<file path="src/rtl/vga_logo_scanner_if.sv">
// Scan-side bundle between the logo scanner and the painters / VGA connector.
// The scanner drives coordinates, the logo offset, sync and colour; it receives hit and enble.
interface vga_logo_scanner_if;
  logic        enble;
  logic        hit;
  logic [10:0] x;
  logic [10:0] y;
  logic [10:0] delt;
  logic        hs;
  logic        vs;
  logic [2:0]  r;
  logic [2:0]  g;
  logic [2:0]  b;
  logic        frame_start;

  modport master (
    input  enble, hit,
    output x, y, delt, hs, vs, r, g, b, frame_start
  );

  modport slave (
    output enble, hit,
    input  x, y, delt, hs, vs, r, g, b, frame_start
  );
endinterface

</file>
<file path="src/rtl/vga_logo_scanner.sv">
// SVGA scan generator with a bouncing per-frame logo offset.
// Sync and colour are registered one pixel behind the x/y counters.
module vga_logo_scanner #(
  parameter int unsigned H_ACTIVE  = 800,
  parameter int unsigned H_FP      = 40,
  parameter int unsigned H_SYNC    = 128,
  parameter int unsigned H_BP      = 88,
  parameter int unsigned V_ACTIVE  = 600,
  parameter int unsigned V_FP      = 1,
  parameter int unsigned V_SYNC    = 4,
  parameter int unsigned V_BP      = 23,
  parameter int unsigned DELT_MAX  = 200,
  parameter int unsigned DELT_STEP = 2,
  parameter logic [8:0]  FG        = 9'h1FF,
  parameter logic [8:0]  BG        = 9'h000
) (
  input  logic                clk,
  input  logic                rst,
  vga_logo_scanner_if.master  bus
);

  localparam int unsigned H_TOTAL = H_ACTIVE + H_FP + H_SYNC + H_BP;
  localparam int unsigned V_TOTAL = V_ACTIVE + V_FP + V_SYNC + V_BP;

  localparam logic [10:0] H_LAST = 11'(H_TOTAL - 1);
  localparam logic [10:0] V_LAST = 11'(V_TOTAL - 1);
  localparam logic [10:0] H_ACT  = 11'(H_ACTIVE);
  localparam logic [10:0] V_ACT  = 11'(V_ACTIVE);
  localparam logic [10:0] HS_BEG = 11'(H_ACTIVE + H_FP);
  localparam logic [10:0] HS_END = 11'(H_ACTIVE + H_FP + H_SYNC);
  localparam logic [10:0] VS_BEG = 11'(V_ACTIVE + V_FP);
  localparam logic [10:0] VS_END = 11'(V_ACTIVE + V_FP + V_SYNC);
  localparam logic [11:0] DMAX   = 12'(DELT_MAX);
  localparam logic [11:0] DSTEP  = 12'(DELT_STEP);

  typedef enum logic {
    UP   = 1'b0,
    DOWN = 1'b1
  } dir_e;

  logic [10:0] x_q, x_d;
  logic [10:0] y_q, y_d;
  logic [10:0] delt_q, delt_d;
  dir_e        dir_q, dir_d;
  logic        hs_q, hs_d;
  logic        vs_q, vs_d;
  logic [8:0]  rgb_q, rgb_d;
  logic        fs_q, fs_d;

  logic        frame_end_s;
  logic        active_s;
  logic [11:0] delt_ext_s;
  logic [11:0] sum_s;

  // Pixel/line counters with wrap at the end of each line and frame.
  always_comb begin
    x_d = x_q + 11'd1;
    y_d = y_q;
    if (x_q == H_LAST) begin
      x_d = 11'd0;
      if (y_q == V_LAST) begin
        y_d = 11'd0;
      end else begin
        y_d = y_q + 11'd1;
      end
    end else begin
      y_d = y_q;
    end
  end

  assign frame_end_s = (x_q == H_LAST) && (y_q == V_LAST);
  assign active_s    = (x_q < H_ACT) && (y_q < V_ACT);

  // Output stage: sync, colour and frame marker for the pixel the counters point at now.
  always_comb begin
    hs_d  = (x_q >= HS_BEG) && (x_q < HS_END);
    vs_d  = (y_q >= VS_BEG) && (y_q < VS_END);
    rgb_d = BG;
    if (active_s && bus.hit) begin
      rgb_d = FG;
    end else begin
      rgb_d = BG;
    end
    fs_d = frame_end_s;
  end

  assign delt_ext_s = {1'b0, delt_q};
  assign sum_s      = delt_ext_s + DSTEP;

  // Bounce FSM: one clamped step per frame, only at the last pixel so delt never changes mid-picture.
  always_comb begin
    dir_d  = dir_q;
    delt_d = delt_q;
    if (frame_end_s && bus.enble) begin
      case (dir_q)
        UP: begin
          if (sum_s >= DMAX) begin
            delt_d = DMAX[10:0];
            dir_d  = DOWN;
          end else begin
            delt_d = sum_s[10:0];
          end
        end
        DOWN: begin
          if (delt_ext_s <= DSTEP) begin
            delt_d = 11'd0;
            dir_d  = UP;
          end else begin
            delt_d = delt_q - DSTEP[10:0];
          end
        end
        default: begin
          delt_d = 11'd0;
          dir_d  = UP;
        end
      endcase
    end else begin
      dir_d  = dir_q;
      delt_d = delt_q;
    end
  end

  // State and output registers.
  always_ff @(posedge clk) begin
    if (rst) begin
      x_q    <= 11'd0;
      y_q    <= 11'd0;
      delt_q <= 11'd0;
      dir_q  <= UP;
      hs_q   <= 1'b0;
      vs_q   <= 1'b0;
      rgb_q  <= 9'h000;
      fs_q   <= 1'b0;
    end else begin
      x_q    <= x_d;
      y_q    <= y_d;
      delt_q <= delt_d;
      dir_q  <= dir_d;
      hs_q   <= hs_d;
      vs_q   <= vs_d;
      rgb_q  <= rgb_d;
      fs_q   <= fs_d;
    end
  end

  assign bus.x           = x_q;
  assign bus.y           = y_q;
  assign bus.delt        = delt_q;
  assign bus.hs          = hs_q;
  assign bus.vs          = vs_q;
  assign bus.r           = rgb_q[8:6];
  assign bus.g           = rgb_q[5:3];
  assign bus.b           = rgb_q[2:0];
  assign bus.frame_start = fs_q;

endmodule

</file>
<file path="src/flat_wrapper.sv">
// flat-port wrapper written by rule: the top's interface ports become plain ports
module vga_logo_scanner_flat 
#(
  parameter int unsigned H_ACTIVE  = 800,
  parameter int unsigned H_FP      = 40,
  parameter int unsigned H_SYNC    = 128,
  parameter int unsigned H_BP      = 88,
  parameter int unsigned V_ACTIVE  = 600,
  parameter int unsigned V_FP      = 1,
  parameter int unsigned V_SYNC    = 4,
  parameter int unsigned V_BP      = 23,
  parameter int unsigned DELT_MAX  = 200,
  parameter int unsigned DELT_STEP = 2,
  parameter logic [8:0]  FG        = 9'h1FF,
  parameter logic [8:0]  BG        = 9'h000
)
  (clk, rst, bus_enble, bus_hit, bus_x, bus_y, bus_delt, bus_hs, bus_vs, bus_r, bus_g, bus_b, bus_frame_start);
  vga_logo_scanner_if bus_i ();
  input  logic clk;
  input  logic rst;
  input wire logic [$bits(bus_i.enble)-1:0] bus_enble;
  input wire logic [$bits(bus_i.hit)-1:0] bus_hit;
  output wire logic [$bits(bus_i.x)-1:0] bus_x;
  output wire logic [$bits(bus_i.y)-1:0] bus_y;
  output wire logic [$bits(bus_i.delt)-1:0] bus_delt;
  output wire logic [$bits(bus_i.hs)-1:0] bus_hs;
  output wire logic [$bits(bus_i.vs)-1:0] bus_vs;
  output wire logic [$bits(bus_i.r)-1:0] bus_r;
  output wire logic [$bits(bus_i.g)-1:0] bus_g;
  output wire logic [$bits(bus_i.b)-1:0] bus_b;
  output wire logic [$bits(bus_i.frame_start)-1:0] bus_frame_start;
  assign bus_i.enble = bus_enble;
  assign bus_i.hit = bus_hit;
  assign bus_x = bus_i.x;
  assign bus_y = bus_i.y;
  assign bus_delt = bus_i.delt;
  assign bus_hs = bus_i.hs;
  assign bus_vs = bus_i.vs;
  assign bus_r = bus_i.r;
  assign bus_g = bus_i.g;
  assign bus_b = bus_i.b;
  assign bus_frame_start = bus_i.frame_start;
  vga_logo_scanner #(.H_ACTIVE(H_ACTIVE), .H_FP(H_FP), .H_SYNC(H_SYNC), .H_BP(H_BP), .V_ACTIVE(V_ACTIVE), .V_FP(V_FP), .V_SYNC(V_SYNC), .V_BP(V_BP), .DELT_MAX(DELT_MAX), .DELT_STEP(DELT_STEP), .FG(FG), .BG(BG)) u_core (.clk(clk), .rst(rst), .bus(bus_i));
endmodule
</file>
<file path="config.mk">
export PLATFORM = sky130hd
export DESIGN_NAME = vga_logo_scanner_flat
export DESIGN_NICKNAME = d
export VERILOG_FILES = /design/src/rtl/vga_logo_scanner_if.sv /design/src/rtl/vga_logo_scanner.sv /design/src/flat_wrapper.sv
export SDC_FILE = /design/constraint.sdc
export NUM_CORES = 1
export LEC_CHECK = 0
export CORE_MARGIN = 2
export CORE_UTILIZATION = 43
export DETAILED_ROUTE_END_ITERATION = 8
export DONT_BUFFER_PORTS = 1
export PLACE_DENSITY = 0.69
export REMOVE_ABC_BUFFERS = 1
export SLEW_MARGIN = 20
export SYNTH_ARGS = -nofsm -noshare
export SYNTH_HDL_FRONTEND = slang
export SYNTH_SLANG_ARGS = --single-unit
</file>
<file path="constraint.sdc">
create_clock -name clk -period 3.7 [get_ports clk]
set_input_delay 0.74 -clock clk [delete_from_list [all_inputs] [get_ports clk]]
set_output_delay 0.74 -clock clk [all_outputs]
set_load 0.01 [all_outputs]
</file>
After elaboration in Yosys (flattened, before gate mapping)
Index checks and enable logic that the tools add are counted.

word-level totals
  register bits = 46
  output and inout bits = 45
  logic and storage cells = 38
  input port bits = 4

cells by class
  equality and inequality tests = 2
  mux-type cells = 8
  reduce and logical (&&, ||, !) cells = 7
  add/sub/neg operators = 4
  bitwise operators = 1
  magnitude comparators = 8

operator list
  cell                                                   number
  < comparator 11 x 10 -> 1 bit, second input constant   4
  two-way mux 11 bit                                     3
  adder 11 x 1 -> 11 bit, second input constant          2
  >= comparator 11 x 10 -> 1 bit, second input constant  2
  case mux 11 bit (2 select lines)                       1
  adder 11 x 2 -> 12 bit, second input constant          1
  >= comparator 12 x 8 -> 1 bit, second input constant   1
  == test 11 x 10 -> 1 bit, second input constant        1
  == test 11 bit, second input constant                  1
  <= comparator 11 x 2 -> 1 bit, second input constant   1
  subtractor 11 x 2 -> 11 bit, second input constant     1
  two-way mux 9 bit                                      1
  logical AND 1 bit                                      6
  two-way mux 1 bit                                      2
  case mux 1 bit (2 select lines)                        1
  OR reduction 2 bit                                     1
  inverter 1 bit                                         1

Depth between registers and ports, before layout
  depth after elaboration = 4
  mapped depth = 9
  gate-level depth less buffers = 8

Worst setup path after synthesis
Ideal clock, no wire load.

  path kind = register to register
  from = reg u_core.delt_q[5], in the netlist u_core.bus.delt[5]
  to = reg u_core.delt_q[7], in the netlist u_core.bus.delt[7]
  period minus slack after synthesis = 2.161 ns
  cell stages (with the launch flop) = 7
  slack = 1.539 ns
  arrival = 2.046 ns
  setup time = 0.115 ns
  buffers on the path = 1
  path through = dfxtp_1 clkbuf_1 or4_1 or4_1 a41oi_1 o2111ai_1 and2_1

on the way
  cells in the longest elaborated chain, start to end = 4
  elaborated cells on any way between the ends = 7

RTL lines
  item                                  line                     RTL
  start, declared                       vga_logo_scanner.sv:43   logic [10:0] delt_q, delt_d;
  start signal, assigned                vga_logo_scanner.sv:137  delt_q <= delt_d;
  adder 11 x 2 -> 12 bit                vga_logo_scanner.sv:88   assign sum_s = delt_ext_s + DSTEP;
  >= comparator 12 x 8 -> 1 bit         vga_logo_scanner.sv:97   if (sum_s >= DMAX) begin
  two-way mux 11 bit                    vga_logo_scanner.sv:97
  case mux 11 bit (2 select lines) (*)  vga_logo_scanner.sv:95   case (dir_q)

Mark *: on every way between the ends. The rest lies on a longest branch, timed or not.
A chain may end at the register's enable or synchronous reset.

Final worst setup path
  from = reg u_core.y_q[6], in the netlist u_core.bus.y[6]
  to = reg u_core.delt_q[4], in the netlist u_core.bus.delt[4]

on the way
  cells in the longest elaborated chain, start to end = 3

RTL lines
  item                      line                     RTL
  start, declared           vga_logo_scanner.sv:42   logic [10:0] y_q, y_d;
  start signal, assigned    vga_logo_scanner.sv:136  y_q <= y_d;
  == test 11 x 10 -> 1 bit  vga_logo_scanner.sv:71   assign frame_end_s = (x_q == H_LAST) && (y_q == V_LAST);
  logical AND 1 bit         vga_logo_scanner.sv:71
  logical AND 1 bit         vga_logo_scanner.sv:94   if (frame_end_s && bus.enble) begin

Every way passes these cells.

==> summary.md <==
| Metric | Value |
|---|---|
| Max-cap violation count | 0 |
| Final hold violation count | 0 |
| First drt pass iteration count | 4 |
| RSZ-0062 raised after global routing | no |
| Worst Path Arrival | 2.67 ns |
| Routed wire length per instance | 14.0 µm |
| Area grow syn2layout | 2.23% |
| Mapped Area | around 2100 µm² |
| Initial core utilization | about 45% |
| Drt drc | 0 |
| Status | completed |
| Share of the yosys chip area belonging to registers | 34.8% |
| Setup CP Type | flip-flop to flip-flop |
| Most common cell after layout, fill and taps aside | dfxtp_1 |
| Height of the die | 74.4 µm |
| Required time of the critical path | a little under 4 ns |
| GP Congestion | 0.789 |
| Startpoint types | flip-flop |
| PostCTS Resize Cnt | 0 |
| Most frequent cells in the layout | dfxtp_1, nor2_1, nand2_1, a21oi_1, o21ai_0 |
| Die area | ~5500 µm² |
| Register-to-Register Path Depth | 6 |
| Rel. slew slack | 42.3% |
| Reg2reg setup slack | 1.25 ns |
| Total Neg Setup Slack | 0 ns |
| DP HPWL | 3270 µm |
| DR WL met3 | about 400 µm |
| Final Routed Wirelength | approximately 4500 µm |
| Grt ovf | 0 |
| Synth unique cells | 47 |
| Layout cells sized above 1 | 5.47% |
| Worst-path fanout max | 15 |
| Pin count of the biggest net entering global routing | 22 |
| Max Slew Vio Count | 0 |
| Critical path, cell by cell | or4b_4, nor4b_4, nand3_2, or3_1, a21o_1, a31oi_1 |
| Min-delay src | rst |
| Met1 Wirelength | 2070 µm |
| Power per standard cell area | ~340 nW/µm² |
| Core Area | 4750 µm² |
| Worst min-delay path category | input port to flip-flop |
| Num CTS Buffers | 5 |
| Fin Clk Skew | 0.00627 ns |
| Io pins | 49 |
| First-pass GRT wire length | 7460 µm |
| Fin crit period | approximately 2.5 ns |
| CTS sink count | 37 |
| VDD IR max | 178 µV |
| Hold WS | 0.512 ns |
| Slew @ Worst Pin | ~0.86 ns |
| Ys flop type | dfxtp_1 |
| Worst-path clk slew | around 0.080 ns |
| Total power draw | approximately 730 µW |
| Routed vias | 1,825 |
| Post-DRT Antenna Nets | 0 |
| Worst path slowest cell | or4b_4 |
| ANT cells | 0 |
| Worst r2r src | u_core.bus.y[6] |
| Hold_buf cts | 0 |
| H-tree levels | 2 |
| Final period utilization | between 60% and 70% |
| CTS root buffer | clkbuf_8 |
| I/O Buffers | 0 |
| Top Family by Delay on Critical Path | simple AND/OR/NAND/NOR gates |
| Cell Rows | 25 |
| Yosys reg bits | 37 |
| Syn avg cell area | between 7 and 8 µm² |
| Total Routing Usage GR | 17.4% |
| Critical path endpoint category | flip-flop |
| Worst path bufs/invs | 0 |
| Clk_lat worst skew | 0.29 ns |
| WHS Path Cells | 1 |
| Die W | between 70 and 80 µm |
| Slowest cell delay on critical path | 0.52 ns |
| Max Fclk | 408 MHz |
| Asr flop ratio synth | 0% |
| DR iter-0 viols | around 130 |
| Ys Warns | 0 |
| Setup ws final | 1.25 ns |
| Vias in the first global route | about 1,700 |
| Initial antenna violation count | 0 |
| Critical path origin | u_core.bus.y[6] |
| Dpl ws | between 1 and 1.5 ns |
| Syn Inst Count | about 270 |
| Top sig layer | met4 |
| CTS tree | built |
| Final setup violation count | 0 |
| Postcts setup bufs | 0 |
| Routed wl met2 | 1980 µm |
| Fin nets | ~270 |
| EDFF count, synth | 0 |
| Hold Path End | u_core.dir_q |
| Pleak | between 0.7 and 0.8 nW |
| Clock Tree Buf Depth | 2 |
| Worst r2r dst | u_core.bus.delt[4] |
| Vias/cell | 5.65 |
==> sequential cells by signal, indices dropped and copies added, names as in the netlist <==
register,cells
u_core.dir_q,1
u_core.bus.delt,10
u_core.bus.hs,1
u_core.bus.frame_start,1
u_core.rgb_q,1
u_core.bus.vs,1
u_core.bus.x,11
u_core.bus.y,11
==> worst register-to-register path: stages, from the launching register on <==
cell	delay, ns
dfxtp_1	0.48
or4b_4	0.52
nor4b_4	0.35
nand3_2	0.29
or3_1	0.43
a21o_1	0.19
a31oi_1	0.14
==> power by group <==
group	switching, mW	internal [mW]
clock network	0.144	0.130
registers	0.0169	0.403
logic	0.0225	0.0145
==> layout make-up <==
class                           instances  area [µm²]
Tap cell                               67        83.8
Multi-Input combinational cell        200        1230
Clock inverter                          3        17.5
Clock buffer                            5        68.8
Sequential cell                        37         741
Fill cell                             509        2580
Inverter                               11        41.3
==> Yosys cell counts (all sizes together) (3+ instances only) <==
cell type / number / area share (%)
dfxtp: 37 / 35
nor2: 33 / 5.8
a21oi: 20 / 4.7
nand2: 20 / 3.5
o21ai: 15 / 3.5
buf: 12 / 3.8
nand3: 12 / 3.1
clkbuf: 11 / 1.9
inv: 11 / 1.9
nor3: 10 / 2.3
or3: 10 / 2.9
xor2: 10 / 4.1
xnor2: 8 / 3.3
ha: 7 / 4.1
nor4: 5 / 1.5
and3: 4 / 1.2
nand4: 4 / 1.2
nor4b: 4 / 2.3
a211o: 3 / 1.2
and2: 3 / 0.88
nand3b: 3 / 1.1
o211ai: 3 / 1.1
or4: 3 / 1.1
==> worst max path at each step <==
| stage | slack (ns) | cells past startpoint | to |
|---|---|---|---|
| detailed placement | 1.27 | 6 | u_core.bus.delt[4] |
| global placement | 1.33 | 6 | u_core.bus.delt[4] |
| CTS | 1.26 | 6 | u_core.bus.delt[4] |
| floorplan | 1.47 | 6 | u_core.bus.delt[4] |
| global route | 1.14 | 7 | u_core.bus.delt[2] |
| finish | 1.25 | 6 | u_core.bus.delt[4] |
==> cell families after synthesis <==
family,share of synthesized area (%)
fa+ha+maj,4.11
flops,34.8
mux,0.998
other cells,0.176
compound gates,15.0
xor+xnor,7.40
buf+inv,7.69
simple gates,29.9
==> routing by layer <==
| layer | track usage (%) | vias up |
|---|---|---|
| met5 | 0 | - |
| met4 | 5.75 | 0 |
| met3 | 6.10 | 9 |
| met2 | 27.2 | 68 |
| met1 | 22.4 | 832 |
| li1 | - | 916 |
==> stage by stage <==
| stage | util, % | area, µm² | cells |
|---|---|---|---|
| 2_1_floorplan | - | 2010 | 248 |
| 3_3_place_gp | 44.0 | 2090 | 315 |
| 3_5_place_dp | 44.0 | 2090 | 315 |
| 4_1_cts | 45.8 | 2180 | 323 |
| 5_1_grt | 45.8 | 2180 | 323 |
| 6_report | 45.8 | 2180 | 323 |
Power figures use the tool's default switching activity.
